**src/rtl/fft_addr_pkg.sv**
```systemverilog
// Shared types and defaults for the FFT operand address sequencer.
// Optional write-back phase is enabled by OPERAND_ADDR_SEQ_WRITEBACK_EN.
package fft_addr_pkg;

    localparam int DEF_ADDR_W  = 10;
    localparam int DEF_NUM_OPS = 4;

    typedef enum logic [2:0] {
        ST_IDLE,
        ST_READ,
        ST_WAIT_RES,
        ST_WRITE,
        ST_DONE
    } seq_state_t;

    // Never returns zero so a slot index stays a legal vector width.
    function automatic int slot_width(input int num_ops);
        return (num_ops > 1) ? $clog2(num_ops) : 1;
    endfunction

endpackage

```
**src/rtl/operand_address_sequencer_if.sv**
```systemverilog
// Sequencer bus: start/operand request from the address generator and
// the SRAM address handshake. Master = sequencer, slave = its environment.
interface operand_address_sequencer_if #(
    parameter int ADDR_W  = fft_addr_pkg::DEF_ADDR_W,
    parameter int NUM_OPS = fft_addr_pkg::DEF_NUM_OPS
) ();
    import fft_addr_pkg::*;

    localparam int SLOT_W = slot_width(NUM_OPS);

    logic                      start;
    logic [NUM_OPS*ADDR_W-1:0] op_addr;
    logic                      addr_ready;
    logic                      result_valid;
    logic [ADDR_W-1:0]         addr;
    logic                      addr_valid;
    logic                      addr_we;
    logic [SLOT_W-1:0]         slot;
    logic                      busy;
    logic                      done;

    modport master (
        input  start, op_addr, addr_ready, result_valid,
        output addr, addr_valid, addr_we, slot, busy, done
    );

    modport slave (
        output start, op_addr, addr_ready, result_valid,
        input  addr, addr_valid, addr_we, slot, busy, done
    );

endinterface

```
**src/rtl/operand_slot_mux.sv**
```systemverilog
// Combinational select of one operand address out of a packed set.
module operand_slot_mux
    import fft_addr_pkg::*;
#(
    parameter int ADDR_W  = DEF_ADDR_W,
    parameter int NUM_OPS = DEF_NUM_OPS
) (
    input  logic [NUM_OPS*ADDR_W-1:0]       i_addrs,
    input  logic [slot_width(NUM_OPS)-1:0]  i_sel,
    output logic [ADDR_W-1:0]               o_addr
);
    localparam int SLOT_W = slot_width(NUM_OPS);

    always_comb begin
        o_addr = '0;
        for (int k = 0; k < NUM_OPS; k++) begin
            if (i_sel == SLOT_W'(k)) begin
                o_addr = i_addrs[k*ADDR_W +: ADDR_W];
            end
        end
    end

endmodule

```
**src/rtl/operand_address_sequencer.sv**
```systemverilog
// Latches butterfly operand addresses on start and issues them one per SRAM
// handshake; OPERAND_ADDR_SEQ_WRITEBACK_EN adds a write-back replay phase.
module operand_address_sequencer
    import fft_addr_pkg::*;
#(
    parameter int ADDR_W  = DEF_ADDR_W,
    parameter int NUM_OPS = DEF_NUM_OPS
) (
    input logic                          clk,
    input logic                          rst,
    operand_address_sequencer_if.master  bus
);
    localparam int                SLOT_W    = slot_width(NUM_OPS);
    localparam logic [SLOT_W-1:0] LAST_SLOT = SLOT_W'(NUM_OPS - 1);

    seq_state_t                r_state;
    logic [NUM_OPS*ADDR_W-1:0] r_latch;
    logic [ADDR_W-1:0]         r_addr;
    logic                      r_addr_valid;
    logic [SLOT_W-1:0]         r_slot;
    logic                      r_busy;
    logic                      r_done;

    logic                      w_accept_start;
    logic                      w_handshake;
    logic                      w_last;
    logic [SLOT_W-1:0]         w_sel;
    logic [NUM_OPS*ADDR_W-1:0] w_src;
    logic [ADDR_W-1:0]         w_mux_addr;

    // The mux looks one slot ahead so the address register loads the next
    // operand on the handshake edge; on start it reads op_addr directly.
    assign w_accept_start = ((r_state == ST_IDLE) || (r_state == ST_DONE)) && bus.start;
    assign w_handshake    = r_addr_valid && bus.addr_ready;
    assign w_last         = (r_slot == LAST_SLOT);
    assign w_src          = w_accept_start ? bus.op_addr : r_latch;
    assign w_sel          = (w_handshake && !w_last) ? r_slot + 1'b1 : '0;

    operand_slot_mux #(
        .ADDR_W  (ADDR_W),
        .NUM_OPS (NUM_OPS)
    ) u_slot_mux (
        .i_addrs (w_src),
        .i_sel   (w_sel),
        .o_addr  (w_mux_addr)
    );

`ifdef OPERAND_ADDR_SEQ_WRITEBACK_EN
    logic r_addr_we;
    assign bus.addr_we = r_addr_we;
`else
    logic w_unused_result_valid;
    assign w_unused_result_valid = bus.result_valid;
    assign bus.addr_we           = 1'b0;
`endif

    assign bus.addr       = r_addr;
    assign bus.addr_valid = r_addr_valid;
    assign bus.slot       = r_slot;
    assign bus.busy       = r_busy;
    assign bus.done       = r_done;

    always_ff @(posedge clk) begin
        if (rst) begin
            r_state      <= ST_IDLE;
            r_latch      <= '0;
            r_addr       <= '0;
            r_addr_valid <= 1'b0;
            r_slot       <= '0;
            r_busy       <= 1'b0;
            r_done       <= 1'b0;
`ifdef OPERAND_ADDR_SEQ_WRITEBACK_EN
            r_addr_we    <= 1'b0;
`endif
        end else begin
            r_done <= 1'b0;
            case (r_state)
                ST_IDLE, ST_DONE: begin
                    if (bus.start) begin
                        r_state      <= ST_READ;
                        r_latch      <= bus.op_addr;
                        r_addr       <= w_mux_addr;
                        r_addr_valid <= 1'b1;
                        r_slot       <= '0;
                        r_busy       <= 1'b1;
                    end else begin
                        r_state <= ST_IDLE;
                    end
                end
                ST_READ: begin
                    if (w_handshake) begin
                        if (w_last) begin
                            r_addr       <= '0;
                            r_addr_valid <= 1'b0;
                            r_slot       <= '0;
`ifdef OPERAND_ADDR_SEQ_WRITEBACK_EN
                            r_state      <= ST_WAIT_RES;
`else
                            r_state      <= ST_DONE;
                            r_busy       <= 1'b0;
                            r_done       <= 1'b1;
`endif
                        end else begin
                            r_addr <= w_mux_addr;
                            r_slot <= w_sel;
                        end
                    end
                end
`ifdef OPERAND_ADDR_SEQ_WRITEBACK_EN
                // Only a result_valid seen after the read phase starts write-back.
                ST_WAIT_RES: begin
                    if (bus.result_valid) begin
                        r_state      <= ST_WRITE;
                        r_addr       <= w_mux_addr;
                        r_addr_valid <= 1'b1;
                        r_addr_we    <= 1'b1;
                        r_slot       <= '0;
                    end
                end
                ST_WRITE: begin
                    if (w_handshake) begin
                        if (w_last) begin
                            r_state      <= ST_DONE;
                            r_addr       <= '0;
                            r_addr_valid <= 1'b0;
                            r_addr_we    <= 1'b0;
                            r_slot       <= '0;
                            r_busy       <= 1'b0;
                            r_done       <= 1'b1;
                        end else begin
                            r_addr <= w_mux_addr;
                            r_slot <= w_sel;
                        end
                    end
                end
`endif
                default: begin
                    r_state <= ST_IDLE;
                end
            endcase
        end
    end

endmodule
```
**src/flat_wrapper.sv**
```systemverilog
// flat-port wrapper written by rule: the top's interface ports become plain ports
module operand_address_sequencer_flat import fft_addr_pkg::*;
#(
    parameter int ADDR_W  = DEF_ADDR_W,
    parameter int NUM_OPS = DEF_NUM_OPS
)
  (clk, rst, bus_start, bus_op_addr, bus_addr_ready, bus_result_valid, bus_addr, bus_addr_valid, bus_addr_we, bus_slot, bus_busy, bus_done);
  operand_address_sequencer_if #(.ADDR_W(ADDR_W), .NUM_OPS(NUM_OPS)) bus_i ();
  input logic clk;
  input logic rst;
  input wire logic [$bits(bus_i.start)-1:0] bus_start;
  input wire logic [$bits(bus_i.op_addr)-1:0] bus_op_addr;
  input wire logic [$bits(bus_i.addr_ready)-1:0] bus_addr_ready;
  input wire logic [$bits(bus_i.result_valid)-1:0] bus_result_valid;
  output wire logic [$bits(bus_i.addr)-1:0] bus_addr;
  output wire logic [$bits(bus_i.addr_valid)-1:0] bus_addr_valid;
  output wire logic [$bits(bus_i.addr_we)-1:0] bus_addr_we;
  output wire logic [$bits(bus_i.slot)-1:0] bus_slot;
  output wire logic [$bits(bus_i.busy)-1:0] bus_busy;
  output wire logic [$bits(bus_i.done)-1:0] bus_done;
  assign bus_i.start = bus_start;
  assign bus_i.op_addr = bus_op_addr;
  assign bus_i.addr_ready = bus_addr_ready;
  assign bus_i.result_valid = bus_result_valid;
  assign bus_addr = bus_i.addr;
  assign bus_addr_valid = bus_i.addr_valid;
  assign bus_addr_we = bus_i.addr_we;
  assign bus_slot = bus_i.slot;
  assign bus_busy = bus_i.busy;
  assign bus_done = bus_i.done;
  operand_address_sequencer #(.ADDR_W(ADDR_W), .NUM_OPS(NUM_OPS)) u_core (.clk(clk), .rst(rst), .bus(bus_i));
endmodule
```
**config.mk**
```make
export PLATFORM = sky130hd
export DESIGN_NAME = operand_address_sequencer_flat
export DESIGN_NICKNAME = d
export VERILOG_FILES = /design/src/rtl/fft_addr_pkg.sv /design/src/rtl/operand_address_sequencer_if.sv /design/src/rtl/operand_slot_mux.sv /design/src/rtl/operand_address_sequencer.sv /design/src/flat_wrapper.sv
export SDC_FILE = /design/constraint.sdc
export NUM_CORES = 1
export LEC_CHECK = 0
export BUFFER_PORTS_ARGS = -buffer_cell sky130_fd_sc_hd__buf_2
export CAP_MARGIN = 10
export CORE_MARGIN = 2
export CORE_UTILIZATION = 45
export DETAILED_ROUTE_END_ITERATION = 7
export PLACE_DENSITY_LB_ADDON = 0.05
export REMOVE_ABC_BUFFERS = 1
export SYNTH_ARGS = -nofsm -noshare
export SYNTH_HDL_FRONTEND = slang
export SYNTH_SLANG_ARGS = --single-unit
```
**constraint.sdc**
```tcl
create_clock -name clk -period 2.1 [get_ports clk]
set_clock_uncertainty 0.1 [all_clocks]
set_input_delay 0.42 -clock clk [delete_from_list [all_inputs] [get_ports clk]]
set_output_delay 0.42 -clock clk [all_outputs]
set_load 0.005 [all_outputs]
```
==> Implementation_results.wiki <==
{| class="wikitable"
! Metric !! Value
|-
| Post-Route Utilization || between 50% and 60%
|-
| Depth of the worst register-to-register path || 6
|-
| Cell class contributing the biggest share of worst-path delay || simple AND/OR/NAND/NOR gates
|-
| Launching element type of the critical path || flip-flop
|-
| Setup TNS || 0 ps
|-
| Final period util || between 90% and 100%
|-
| Ports || 61
|-
| Largest family of logic cells by synthesized area || simple AND/OR/NAND/NOR gates
|-
| Initial antenna violation count || 0
|-
| Fraction of layout instances using a drive strength above 1 || 28.2%
|-
| Global route total overflow || 0
|-
| Largest stage delay, worst path || about 460 ps
|-
| Total number of placement rows || 26
|-
| Headroom to the max-slew limit || 59.9%
|-
| Share of the synthesized area in compound gates (AO/OA/AOI/OAI) || 14.9%
|-
| Average size of a mapped cell || around 9.5 um^2
|-
| Total wire length after detailed routing || 5.47 mm
|-
| Clock tree sinks || 56
|-
| Post-Syn Area || 2450 um^2
|-
| First-pass GRT wire length || 8.96 mm
|-
| CTS resizes || 0
|-
| Data arrival time of the critical path || between 2000 and 2500 ps
|-
| Reg-to-reg setup timing slack || between 100 and 150 ps
|-
| Final Critical Period || approximately 2000 ps
|-
| Yosys warning total || 0
|-
| Upper clock frequency limit || 509 MHz
|-
| Maximum root-to-sink buffer count || 2
|-
| PwrDens || 758 nW/um^2
|-
| Count of buffer and inverter cells on the critical path || 1
|-
| Worst-path fanout max || 8
|-
| Commonest register cell after synthesis || sky130_fd_sc_hd__dfxtp_1
|-
| Total setup buffers inserted after CTS || 0
|-
| Clock latency on the worst-skew pair || 300 ps
|-
| Library cell used as clock root buffer || sky130_fd_sc_hd__clkbuf_8
|-
| Number of cells on the critical path || 6
|-
| Synth Instances || around 260
|-
| Cells on Worst Hold Path || 3
|-
| Final Power || 0.00224 W
|-
| Register bit total from synthesis || 56
|-
| Min-Delay Endpoint || u_core.r_latch[36]
|-
| Launch point of the worst reg-to-reg path || u_core.bus.slot[1]
|-
| Ordered cell list for the critical path || ha_1, nand3b_1, buf_4, nor3_2, a221o_1, o21ai_1
|-
| Worst-margin pin slew || around 600 ps
|-
| Post-synth ARST share || 0%
|-
| Parity-gate share of the synthesized area counting xor and xnor cells || 0%
|-
| Drt via density || roughly 5.2
|-
| Area enclosed by the die boundary || 6060 um^2
|-
| Die X-Extent || 77.9 um
|-
| Register area share after synthesis || between 40% and 50%
|-
| Via count || a little over 2000
|-
| Max-cap violation count || 0
|-
| Port buffer count || a little under 60
|-
| Number of pins exceeding their max-slew limit in the final report || 0
|-
| Hold buffer count at cts || 0
|-
| Fraction of synthesized area in multiplexers || 15.8%
|-
| Register clock-pin slew on the reported worst setup and hold paths || 100 ps
|-
| Slowest CP cell || sky130_fd_sc_hd__nor3_2
|-
| Count of flip-flops with a built-in enable after synthesis || 0
|-
| Final estimated routing congestion in global placement || roughly 0.80
|-
| Critical R2R Capture || u_core.bus.addr[9]
|-
| Final hold vios || 0
|-
| Crit path capture type || flip-flop
|-
| HPWL after detailed placement || just under 4 mm
|-
| Setup violation total in the final timing report || 0
|-
| Hold path startpoint || bus_op_addr[36]
|-
| Maximum number of pins on one net before global-route repair || 46
|-
| WL per Instance || approximately 14 um
|-
| Synth cell types || 41
|-
| Residual DRC || 0
|-
| RSZ-0062 raised after global routing || no
|-
| Simple-gate portion of the synthesized area || between 10% and 20%
|-
| DRT antenna net count || 0
|-
| Worst setup startpoint || u_core.bus.slot[1]
|-
| Final layout net count || roughly 360
|-
| Crit path required time || between 2000 and 2500 ps
|-
| Synthesis-to-layout area growth || 20.3%
|-
| Number of detailed-routing iterations run before antenna repair || 4
|-
| Initial cell density of the core || 47.5%
|-
| TritonCTS clock tree || done
|-
| Antenna diode instance count || 0
|-
| Initial DRC count || about 110
|-
| Adder-cell share of the synthesized area || 0.510%
|-
| Core Box Area || between 5000 and 6000 um^2
|-
| Maximum vdd ir drop || between 300 and 400 uV
|-
| Class of the most critical hold timing path || input port to flip-flop
|-
| Total Routing Usage GR || between 10% and 20%
|-
| Number of global-route vias before repair || 1859
|-
| Status || finished clean
|-
| Floorplan die height || 77.9 um
|-
| Number of buffers inserted during clock tree synthesis || 5
|-
| Leakage Power || 1.34 nW
|-
| Depth of the CTS H-tree || 2
|-
| Crit path kind || flip-flop to flip-flop
|}
==> tightest hold or removal path: stages <==
cell	delay [ps]
sky130_fd_sc_hd__buf_2	100
sky130_fd_sc_hd__nand2_1	50
sky130_fd_sc_hd__a21oi_1	50
==> how the worst max path moves through the flow <==
stage / end / slack (ps)
final: u_core.bus.addr[9] / 130
after global routing: u_core.bus.addr[9] / 50
after CTS: u_core.bus.addr[9] / 150
after detailed placement: u_core.bus.addr[6] / 140
after global placement: u_core.bus.addr[1] / 130
after floorplan: u_core.bus.addr[0] / 180
==> kinds of logic after synthesis <==
family / count (synthesis)
and+or+nand+nor: 96
muxes: 28
other: 1
buffers and inverters: 21
DFF: 56
adders and majority gates: 1
AOI/OAI and AO/OA: 55
==> flip-flops by register name, summed over array words and instances (netlist names) <==
register               cells
u_core.bus.addr           10
u_core.bus.done            1
u_core.bus.slot            2
u_core.r_latch            40
u_core.r_state             2
u_core.bus.addr_valid      1
==> where the power goes <==
group / leakage [nW] / switching (W) / total [W] / internal, W
clock network: 0.0614 / 0.000350 / 0.000740 / 0.000391
registers: 0.459 / 0.0000265 / 0.00115 / 0.00113
logic: 0.815 / 0.000176 / 0.000344 / 0.000168
==> synthesized netlist by cell type, types with 4 or more instances <==
master / number / area [um^2]
sky130_fd_sc_hd__a21oi_1: 23 / 115
sky130_fd_sc_hd__a221o_1: 8 / 80.1
sky130_fd_sc_hd__buf_2: 4 / 20.0
sky130_fd_sc_hd__buf_4: 4 / 30.0
sky130_fd_sc_hd__clkbuf_1: 6 / 22.5
sky130_fd_sc_hd__dfxtp_1: 56 / 1120
sky130_fd_sc_hd__mux2i_1: 20 / 200
sky130_fd_sc_hd__mux4_2: 6 / 135
sky130_fd_sc_hd__nand2_1: 41 / 154
sky130_fd_sc_hd__nor2_1: 39 / 146
sky130_fd_sc_hd__o21ai_1: 8 / 40.0
==> cell usage in the layout (no fill, tap or decap), types with 2 or more instances in the layout <==
cell                        instances
sky130_fd_sc_hd__clkbuf_8           6
sky130_fd_sc_hd__and3b_1            3
sky130_fd_sc_hd__mux4_1             2
sky130_fd_sc_hd__o21ai_1            8
sky130_fd_sc_hd__nor2_1            39
sky130_fd_sc_hd__nand3_1            3
sky130_fd_sc_hd__a2111oi_0          2
sky130_fd_sc_hd__a221o_1            8
sky130_fd_sc_hd__a221oi_1           2
sky130_fd_sc_hd__a21oi_1           23
sky130_fd_sc_hd__buf_12             2
sky130_fd_sc_hd__nand2_1           41
sky130_fd_sc_hd__buf_2             58
sky130_fd_sc_hd__mux4_2             6
sky130_fd_sc_hd__a211oi_1           2
sky130_fd_sc_hd__buf_4             12
sky130_fd_sc_hd__a32o_1             2
sky130_fd_sc_hd__o21ai_0            3
sky130_fd_sc_hd__mux2i_1           20
sky130_fd_sc_hd__dfxtp_1           56
==> per-layer routing <==
layer / vias up / GRT usage, % / share of wire, %
met2: 44 / 28.8 / 45
met5: - / 0 / 0
li1: 1028 / - / -
met3: 6 / 2.91 / 4.2
met1: 953 / 26.4 / 49
met4: 0 / 5.71 / 1.1
==> area by class of cell <==
| cell class | instances | area [um^2] |
|---|---|---|
| Tap cell | 70 | 87.6 |
| Inverter | 2 | 7.51 |
| Fill cell | 489 | 2220 |
| Timing Repair Buffer | 72 | 420 |
| Clock buffer | 6 | 82.6 |
| Sequential cell | 56 | 1120 |
| Clock inverter | 2 | 38.8 |
| Multi-Input combinational cell | 181 | 1200 |
==> per-stage QoR <==
stage	area (um^2)	hold WS, ps	std cells	worst slack [ps]
floorplan	2320	325	239	182
global placement	2830	339	381	131
detailed placement	2830	341	381	143
CTS	2950	245	389	154
global route	2950	259	389	52.3
finish	2950	254	389	134
Note: power is estimated with default switching activity, not from simulation.
